[src/rtl/sprom_stream_pkg.sv]
// Shared definitions for the SPROM stream reader.
//   state_t      : sequencer states
//   ad_width()   : ROM address width derived from ROM depth
//   read_latency(): SPROM read latency from its OUTPUT_REG setting
package sprom_stream_pkg;

  typedef enum logic [1:0] {
    IDLE  = 2'd0,
    RUN   = 2'd1,
    DRAIN = 2'd2
  } state_t;

  // One cycle for the registered array read, plus one more with OUTPUT_REG.
  localparam int BASE_LATENCY = 1;

  function automatic int ad_width(input int depth);
    return (depth >= 2) ? $clog2(depth) : 1;
  endfunction

  function automatic int read_latency(input int output_reg);
    return (output_reg != 0) ? BASE_LATENCY + 1 : BASE_LATENCY;
  endfunction

endpackage

[src/rtl/sprom_stream_fifo.sv]
// Synchronous output buffer for the stream reader (no fall-through).
// Ports:
//   clk, rst      : clock, synchronous active-high reset
//   push, wdata   : write request and word
//   pop, rdata    : read request and head word
//   flush         : synchronous clear of all entries
//   full, empty   : occupancy flags
//   count         : number of stored words
module sprom_stream_fifo #(
  parameter int WIDTH = 9,
  parameter int DEPTH = 4,
  localparam int PW = (DEPTH > 1) ? $clog2(DEPTH) : 1,
  localparam int CW = $clog2(DEPTH + 1)
) (
  input  logic             clk,
  input  logic             rst,
  input  logic             push,
  input  logic [WIDTH-1:0] wdata,
  input  logic             pop,
  output logic [WIDTH-1:0] rdata,
  input  logic             flush,
  output logic             full,
  output logic             empty,
  output logic [CW-1:0]    count
);

  logic [WIDTH-1:0] mem [DEPTH];
  logic [PW-1:0]    rd_ptr;
  logic [PW-1:0]    wr_ptr;
  logic             do_push;
  logic             do_pop;

  function automatic logic [PW-1:0] next_ptr(input logic [PW-1:0] p);
    return (p == PW'(DEPTH - 1)) ? '0 : p + PW'(1);
  endfunction

  assign empty   = (count == '0);
  assign full    = (count == CW'(DEPTH));
  assign do_pop  = pop && !empty;
  // A push into a full buffer is only accepted when the head leaves in the same cycle.
  assign do_push = push && (!full || do_pop);
  assign rdata   = mem[rd_ptr];

  // Storage, pointers and occupancy count.
  always_ff @(posedge clk) begin
    if (rst) begin
      rd_ptr <= '0;
      wr_ptr <= '0;
      count  <= '0;
      for (int i = 0; i < DEPTH; i++) begin
        mem[i] <= '0;
      end
    end else if (flush) begin
      rd_ptr <= '0;
      wr_ptr <= '0;
      count  <= '0;
    end else begin
      if (do_push) begin
        mem[wr_ptr] <= wdata;
        wr_ptr      <= next_ptr(wr_ptr);
      end
      if (do_pop) begin
        rd_ptr <= next_ptr(rd_ptr);
      end
      if (do_push && !do_pop) begin
        count <= count + CW'(1);
      end else if (!do_push && do_pop) begin
        count <= count - CW'(1);
      end else begin
        count <= count;
      end
    end
  end

endmodule

[src/rtl/sprom_stream_reader.sv]
// Turns a (base, length) command into a valid/ready stream of SPROM words,
// hiding the SPROM read latency and absorbing downstream backpressure.
// Ports:
//   CLK_I, RST_I                 : clock, synchronous active-high reset
//   START_I, BASE_ADDR_I,
//   LENGTH_I, LOOP_I, ABORT_I    : command interface
//   ROM_RADDR_O, ROM_RDATA_I     : SPROM read port (SPROM lives in the parent)
//   M_DATA_O, M_VALID_O,
//   M_READY_I, M_LAST_O          : output stream
//   BUSY_O                       : high whenever not idle
module sprom_stream_reader
  import sprom_stream_pkg::*;
#(
  parameter int DATA_WIDTH = 8,
  parameter int DEPTH      = 256,
  parameter int OUTPUT_REG = 0,
  parameter int FIFO_DEPTH = 4,
  localparam int AD_WIDTH  = ad_width(DEPTH)
) (
  input  logic                  CLK_I,
  input  logic                  RST_I,
  input  logic                  START_I,
  input  logic [AD_WIDTH-1:0]   BASE_ADDR_I,
  input  logic [AD_WIDTH:0]     LENGTH_I,
  input  logic                  LOOP_I,
  input  logic                  ABORT_I,
  output logic [AD_WIDTH-1:0]   ROM_RADDR_O,
  input  logic [DATA_WIDTH-1:0] ROM_RDATA_I,
  output logic [DATA_WIDTH-1:0] M_DATA_O,
  output logic                  M_VALID_O,
  input  logic                  M_READY_I,
  output logic                  M_LAST_O,
  output logic                  BUSY_O
);

  localparam int L  = read_latency(OUTPUT_REG);
  localparam int CW = $clog2(FIFO_DEPTH + 1);
  localparam int IW = $clog2(L + 1) + 1;
  localparam logic [AD_WIDTH:0] DEPTH_LEN = (AD_WIDTH + 1)'(DEPTH);

  if (FIFO_DEPTH < L + 1) begin : g_fifo_depth_check
    $error("FIFO_DEPTH must be at least the SPROM read latency plus one");
  end

  state_t              state;
  logic [AD_WIDTH-1:0] addr;
  logic [AD_WIDTH-1:0] base;
  logic [AD_WIDTH:0]   remaining;
  logic [AD_WIDTH:0]   length;
  logic                loop_mode;
  logic                busy;
  logic [L-1:0]        pipe_valid;
  logic [L-1:0]        pipe_last;
  logic [IW-1:0]       inflight;
  logic [AD_WIDTH:0]   len_clamped;
  logic                issue;
  logic                last_issue;
  logic                fifo_push;
  logic                fifo_pop;
  logic                fifo_full;
  logic                fifo_empty;
  logic [CW-1:0]       fifo_count;
  logic [DATA_WIDTH:0] fifo_head;

  assign len_clamped = (LENGTH_I > DEPTH_LEN) ? DEPTH_LEN : LENGTH_I;
  assign last_issue  = (remaining == (AD_WIDTH + 1)'(1));

  // Number of reads whose data has not yet reached the buffer.
  always_comb begin
    inflight = '0;
    for (int i = 0; i < L; i++) begin
      inflight = inflight + IW'(pipe_valid[i]);
    end
  end

  // A read is issued only when the buffer is guaranteed a slot for its data.
  assign issue = (state == RUN) && !ABORT_I && !fifo_full &&
                 ((int'(fifo_count) + int'(inflight)) < FIFO_DEPTH);

  // The address register is the SPROM address; SPROM samples it on an issue cycle.
  assign ROM_RADDR_O = addr;
  assign BUSY_O      = busy;

  // Sequencer: command latch, address/remaining counters and state.
  always_ff @(posedge CLK_I) begin
    if (RST_I) begin
      state     <= IDLE;
      addr      <= '0;
      base      <= '0;
      remaining <= '0;
      length    <= '0;
      loop_mode <= 1'b0;
      busy      <= 1'b0;
    end else if (ABORT_I) begin
      state <= IDLE;
      busy  <= 1'b0;
    end else begin
      case (state)
        IDLE: begin
          if (START_I && (LENGTH_I != '0)) begin
            base      <= BASE_ADDR_I;
            addr      <= BASE_ADDR_I;
            length    <= len_clamped;
            remaining <= len_clamped;
            loop_mode <= LOOP_I;
            state     <= RUN;
            busy      <= 1'b1;
          end
        end
        RUN: begin
          if (issue) begin
            if (last_issue) begin
              if (loop_mode) begin
                addr      <= base;
                remaining <= length;
              end else begin
                // Address stays on the final word so the ROM port shows exactly the swept range.
                state <= DRAIN;
              end
            end else begin
              addr      <= addr + AD_WIDTH'(1);
              remaining <= remaining - (AD_WIDTH + 1)'(1);
            end
          end
        end
        DRAIN: begin
          if ((inflight == '0) && fifo_empty) begin
            state <= IDLE;
            busy  <= 1'b0;
          end
        end
        default: begin
          state <= IDLE;
          busy  <= 1'b0;
        end
      endcase
    end
  end

  // In-flight tags travel alongside each read so that the tag at the last stage
  // lines up with the matching SPROM data.
  always_ff @(posedge CLK_I) begin
    if (RST_I || ABORT_I) begin
      pipe_valid <= '0;
      pipe_last  <= '0;
    end else begin
      pipe_valid[0] <= issue;
      pipe_last[0]  <= issue && last_issue;
      for (int i = 1; i < L; i++) begin
        pipe_valid[i] <= pipe_valid[i-1];
        pipe_last[i]  <= pipe_last[i-1];
      end
    end
  end

  assign fifo_push = pipe_valid[L-1];
  assign fifo_pop  = !fifo_empty && M_READY_I;

  sprom_stream_fifo #(
    .WIDTH (DATA_WIDTH + 1),
    .DEPTH (FIFO_DEPTH)
  ) u_fifo (
    .clk   (CLK_I),
    .rst   (RST_I),
    .push  (fifo_push),
    .wdata ({ROM_RDATA_I, pipe_last[L-1]}),
    .pop   (fifo_pop),
    .rdata (fifo_head),
    .flush (ABORT_I),
    .full  (fifo_full),
    .empty (fifo_empty),
    .count (fifo_count)
  );

  assign M_VALID_O = !fifo_empty;
  assign M_DATA_O  = fifo_head[DATA_WIDTH:1];
  assign M_LAST_O  = fifo_head[0];

endmodule

[config.mk]
export PLATFORM = sky130hd
export DESIGN_NAME = sprom_stream_reader
export DESIGN_NICKNAME = d
export VERILOG_FILES = /design/src/rtl/sprom_stream_pkg.sv /design/src/rtl/sprom_stream_fifo.sv /design/src/rtl/sprom_stream_reader.sv
export SDC_FILE = /design/constraint.sdc
export NUM_CORES = 1
export LEC_CHECK = 0
export ABC_AREA = 1
export CAP_MARGIN = 10
export CORE_MARGIN = 2
export CORE_UTILIZATION = 30
export DETAILED_ROUTE_END_ITERATION = 16
export SYNTH_ARGS = -nofsm -noshare
export SYNTH_HDL_FRONTEND = slang
export SYNTH_SLANG_ARGS = --single-unit
[constraint.sdc]
create_clock -name CLK_I -period 5 [get_ports CLK_I]
set_input_delay 1 -clock CLK_I [delete_from_list [all_inputs] [get_ports CLK_I]]
set_output_delay 1 -clock CLK_I [all_outputs]
set_load 0.02 [all_outputs]
# Word level (Yosys, flattened, before mapping)

Memories as Yosys holds them, arrays and structs flattened. A register that Yosys moved wholly into a read port is not among the register bits.
Cells that the tools add are included.

Bits in registers: 47
Latch bits: 0
RAM bits: 36
Memory bits (read-only): 0
Input bits: 31
Output and inout port bits: 19
Logic and storage cells: 101
Memories: 1

Add/sub/neg operators: 7
Multiply operators: 0
Div/mod/pow operators: 0
Order comparisons: 2
Equality and inequality tests: 12
Shift-type cells: 0
Muxes and demuxes: 35
Bitwise logic cells: 2
Reductions and logical operators: 30

Memory list:

| memory     | words | width | read ports | clocked after Yosys merged registers in | write ports | line                    | text |
|---|---|---|---|---|---|---|---|
| u_fifo.mem | 4     | 9     | 1          | 1                                       | 4           | sprom_stream_fifo.sv:27 | `logic [WIDTH-1:0] mem [DEPTH];` |

Operators by type and width:

| operator              | count |
|---|---|
| $mux W9               | 6 |
| $mux W8               | 4 |
| $mux W2               | 10 |
| $pmux W9 S2           | 1 |
| $pmux W8 S2           | 1 |
| $logic_and A1 B1 Y1   | 11 |
| $ne A2 B2 Y1 const B  | 5 |
| $reduce_and A5 Y1     | 2 |
| $eq A9 B1 Y1 const B  | 1 |
| $gt A9 B9 Y1 const B  | 1 |
| $mux W1               | 9 |
| $reduce_bool A9 Y1    | 1 |
| $reduce_or A9 Y1      | 1 |
| $sub A9 B1 Y9 const B | 1 |
| $add A8 B1 Y8 const B | 1 |
| $eq A2 B2 Y1 const B  | 3 |
| $mux W3               | 2 |
| $pmux W2 S3           | 1 |
| $reduce_and A3 Y1     | 2 |
| $logic_not A1 Y1      | 5 |
| $add A2 B1 Y2 const B | 2 |
| $add A3 B1 Y4         | 1 |
| $logic_not A2 Y1      | 2 |
| $lt A4 B3 Y1 const B  | 1 |
| other kinds (11)      | 14 |

# Logic depth before layout (Yosys ltp)

Depth after elaboration: 12
Mapped depth: 13
Gate-level depth less buffers: 13

# Cells and area by module

From an unflattened synthesis, not the netlist that was laid out.

Cell total of the unflattened synthesis: 556
Area, all modules: 4,395.5 um2

Modules (own cells, without submodules):

| module              | instances | cells an instance | area each (um2) | sequential area each (um2) |
|---|---|---|---|---|
| sprom_stream_reader | 1         | 355               | 2,348.5         | 800.8 |
| sprom_stream_fifo   | 1         | 201               | 2,047.0         | 1,261.2 |

# Worst setup path after synthesis

No wires, ideal clock.

Kind: input-to-reg
Start: input port M_READY_I
End: register u_fifo.count[2]
Library setup time: 0.122 ns
Arrival time: 2.297 ns
Required time: 4.878 ns
Setup slack: 2.580 ns
Stages on the path: 11
Path buffers: 0
Cells stage by stage: nand2_2 nand3_1 nand2_1 inv_2 ha_1 inv_1 fa_1 a21oi_1 o21ai_0 o21ai_0 a21oi_1

Longest elaborated chain between the ends: 7
Elaborated cells between the ends (all ways): 10
Classes of those cells: mux: 1; reduce/logical: 9

Ends and longest elaborated chain:

| element                             | line                       | text |
|---|---|---|
| start, declared                     | sprom_stream_reader.sv:31  | `input logic M_READY_I,` |
| $logic_and A1 B1 Y1 *               | sprom_stream_reader.sv:157 | `assign fifo_pop = !fifo_empty && M_READY_I;` |
| $logic_and A1 B1 Y1 *               | sprom_stream_fifo.sv:39    | `assign do_pop = pop && !empty;` |
| $logic_or A1 B1 Y1                  | sprom_stream_fifo.sv:41    | `assign do_push = push && (!full \|\| do_pop);` |
| $logic_and A1 B1 Y1                 | sprom_stream_fifo.sv:41    |  |
| $logic_not A1 Y1                    | sprom_stream_fifo.sv:67    | `end else if (!do_push && do_pop) begin` |
| $logic_and A1 B1 Y1                 | sprom_stream_fifo.sv:67    |  |
| $reduce_bool A2 Y1 (no source line) | n/a                        |  |
| end signal, assigned                | sprom_stream_fifo.sv:66    | `count <= count + CW'(1);` |
| end signal, assigned                | sprom_stream_fifo.sv:68    | `count <= count - CW'(1);` |
| end signal, assigned                | sprom_stream_fifo.sv:70    | `count <= count;` |
| end, declared                       | sprom_stream_fifo.sv:24    | `output logic [CW-1:0] count` |

Every way passes the cells marked *; elsewhere a longest branch is shown, timed or not.
A chain may end at the register's enable or synchronous reset.

==> impl_metrics.toml <==
[detailed_routing]
viasPerCell = 4.61
vias = 3641
drt_iter0_markers = 187
wl_per_cell_um = 12.7
detail_route.wirelength_mm = 10.0
drtPass1Iterations = 4
antenna_left = 0
route.detailed.drc = 0

[timing]
clock_skew_ns = 0.00664
timing.hold.ws_ns = 0.459
fin_crit_ns = 3.52
fin_ws_ns = 1.48
period_share = 0.703
finalSetupViolCount = 0
setup-tns-final_ns = 0
slew_violations = 0
worst_pin_slew_ns = 0.908
hold_viol_final = 0
max_slew_margin = 0.394
max_freq_ghz = 0.284
grt_setup_unrepaired = "no"

[logic_synthesis]
ys_seq_area_frac = 0.485
ys_types = 34
synthDominantCellAreaShare = 0.254
syn_inst = 562
ys_ff_latch = 85
synthTopCellsByArea = "edfxtp_1, dfxtp_1, nand2_1"
synth_fp_nets = 600
synth_area_leader_cell = "edfxtp_1"
syn_area_um2 = 4250
synth_area_per_cell_um2 = 7.56
yosysWarningCount = 0

[hold_path]
holdCritStartpoint = "length[5]"
hold_path.class = "register to register"
min_to = "length[5]"
whs_path_depth = 2

[final_layout]
layout.cells.non_filler = 789
layout_common_cells = "nand2_1, nor2_1, inv_1, dfxtp_1, clkdlybuf4s50_1"
fill_cells = 1436
final_nets = 642
layout-drive-gt1-share = 0.0558
synthToLayoutAreaGrowth_pct = 21.2
design_area_um2 = 5150
diodes = 0
layout_commonest_cell = "nand2_1"
final_core_util = 0.371

[global_routing]
track_usage = 0.143
grt_overflow = 0
grt_pass1_wl_mm = 16.8
grt_antenna_before_repair = 0
grt_max_degree = 35
grt_pass1_vias = 3567

[critical_path]
r2r_setup_slack_ns = 2.72
cp_data_arrival_time_ns = 2.52
r2r_cells = 13
cp_max_fo = 19
end_kind = "primary output"
crit_path_start_kind = "register"
required_ns = 4.00
rr_endpoint = "u_fifo.count[2]"
critPathKind = "register to primary output"
r2r-start = "u_fifo.count[0]"

[cts]
htree_num_levels = 3
cts.root.buffer_cell = "clkbuf_16"
clock_latency_ns = 0.34
cts_tree = "built"
cts_resized = 0
cts_buffers = 9
cts.sinks = 85
ctsHoldBuffers = 0
max-clock-path-buffers = 2
post_cts_buffers = 0
clk_pin_slew_ns = 0.06

[flow_run]
maxCapViolations = 0

[status]
outcome = "finished, final reports clean"

[pwr]
pwr-share-clk = 0.397
intPower_mw = 1.22
leakage_nw = 2.23
netSwitchingPower_mw = 0.418
p_sw_frac = 0.255
vdd_drop_max_uv = 176
power.density_nw_per_um2 = 319
power_mw = 1.64
seq_power_share = 0.469
combPwrFrac = 0.134

[placed_design]
io_buffers = 49
placedCellCount = 773
dp_hpwl_mm = 7.28
dpl_worst_slack_ns = 1.64
routabilityCongestion = 0.891
place_area_um2 = 4860

[floorplan]
die_h_um = 123
io-pin-count = 50
initial_utilization = 0.306
die-width_um = 123
dieArea_um2 = 15100
row_count = 43
design.core.area_um2 = 13900
## logic make-up (layout without fill, tap and decap cells)
logic type / count (synthesis) / after routing / share of synthesized area
AO/OA/AOI/OAI: 95 / 95 / 0.120
adder cells (fa/ha/maj): 7 / 7 / 0.0224
AND/OR/NAND/NOR: 291 / 291 / 0.284
buffers and inverters: 79 / 126 / 0.0786
flip-flops: 85 / 85 / 0.485
XOR/XNOR: 5 / 5 / 0.0103
## layout make-up
type	count	area (um^2)	share of cell area
Tap cell	180	225	0.0437
Multi-Input combinational cell	398	1850	0.360
Clock inverter	6	61.3	0.0119
Timing Repair Buffer	49	490	0.0952
Sequential cell	85	2060	0.400
Inverter	61	229	0.0444
Clock buffer	10	229	0.0444
## worst max-delay path, cell delays in order, from the launching register on
cell             delay, ns
dfxtp_1               0.66
inv_1                 0.37
o21ai_0               0.44
o22ai_1               0.14
clkdlybuf4s50_1       0.56
## cell usage after synthesis
library cell	n
a21oi_2	1
fa_1	1
or2_2	5
nor2_1	114
o21ai_0	42
o211ai_1	3
inv_2	2
nand3_4	1
nand2_2	5
nand2_4	1
o211a_1	1
a21oi_1	36
o21ai_1	1
nand3_1	24
nand2_1	134
nor2_4	1
clkbuf_1	10
xor2_1	4
inv_1	58
nor2_2	2
nor3_2	1
dfxtp_1	49
nand4_2	2
nor3_1	1
xnor2_1	1
buf_6	4
ha_1	6
o21bai_1	1
clkinv_1	1
buf_4	1
edfxtp_1	36
a41oi_1	1
o22ai_1	9
buf_2	3
## per-layer routing
metal / GRT usage / wire (um) / up-vias
met5: 0 / 0 / -
met2: 0.240 / 4580 / 102
li1: - / - / 1888
met4: 0.0618 / 263 / 0
met1: 0.171 / 4630 / 1629
met3: 0.0411 / 562 / 22
## power by group through the flow
stage,registers (mW),logic [mW],clock network [mW]
final,0.770,0.220,0.652
after global routing,0.773,0.249,0.702
after CTS,0.770,0.221,0.668
after detailed placement,0.785,0.220,0
after global placement,0.784,0.218,0
after floorplan,0.787,0.139,0
## state kept, by name, indices dropped and copies added (netlist names), named ones only
name           flops
u_fifo.mem        36
length             9
remaining          9
ROM_RADDR_O        8
base               8
u_fifo.count       3
state              2
u_fifo.rd_ptr      2
u_fifo.wr_ptr      2
BUSY_O             1
fifo_push          1
loop_mode          1
pipe_last          1
## worst max-delay path by stage
stage	end	slack, ns	cells past startpoint
2_1_floorplan	u_fifo.count[2]	2.58	11
3_3_place_gp	u_fifo.mem[2][1]	1.69	3
3_5_place_dp	u_fifo.mem[2][2]	1.64	3
4_1_cts	M_DATA_O[7]	1.50	4
5_1_grt	M_DATA_O[7]	1.36	4
6_report	M_DATA_O[7]	1.48	4
Note: power is estimated with default switching activity, not from simulation.
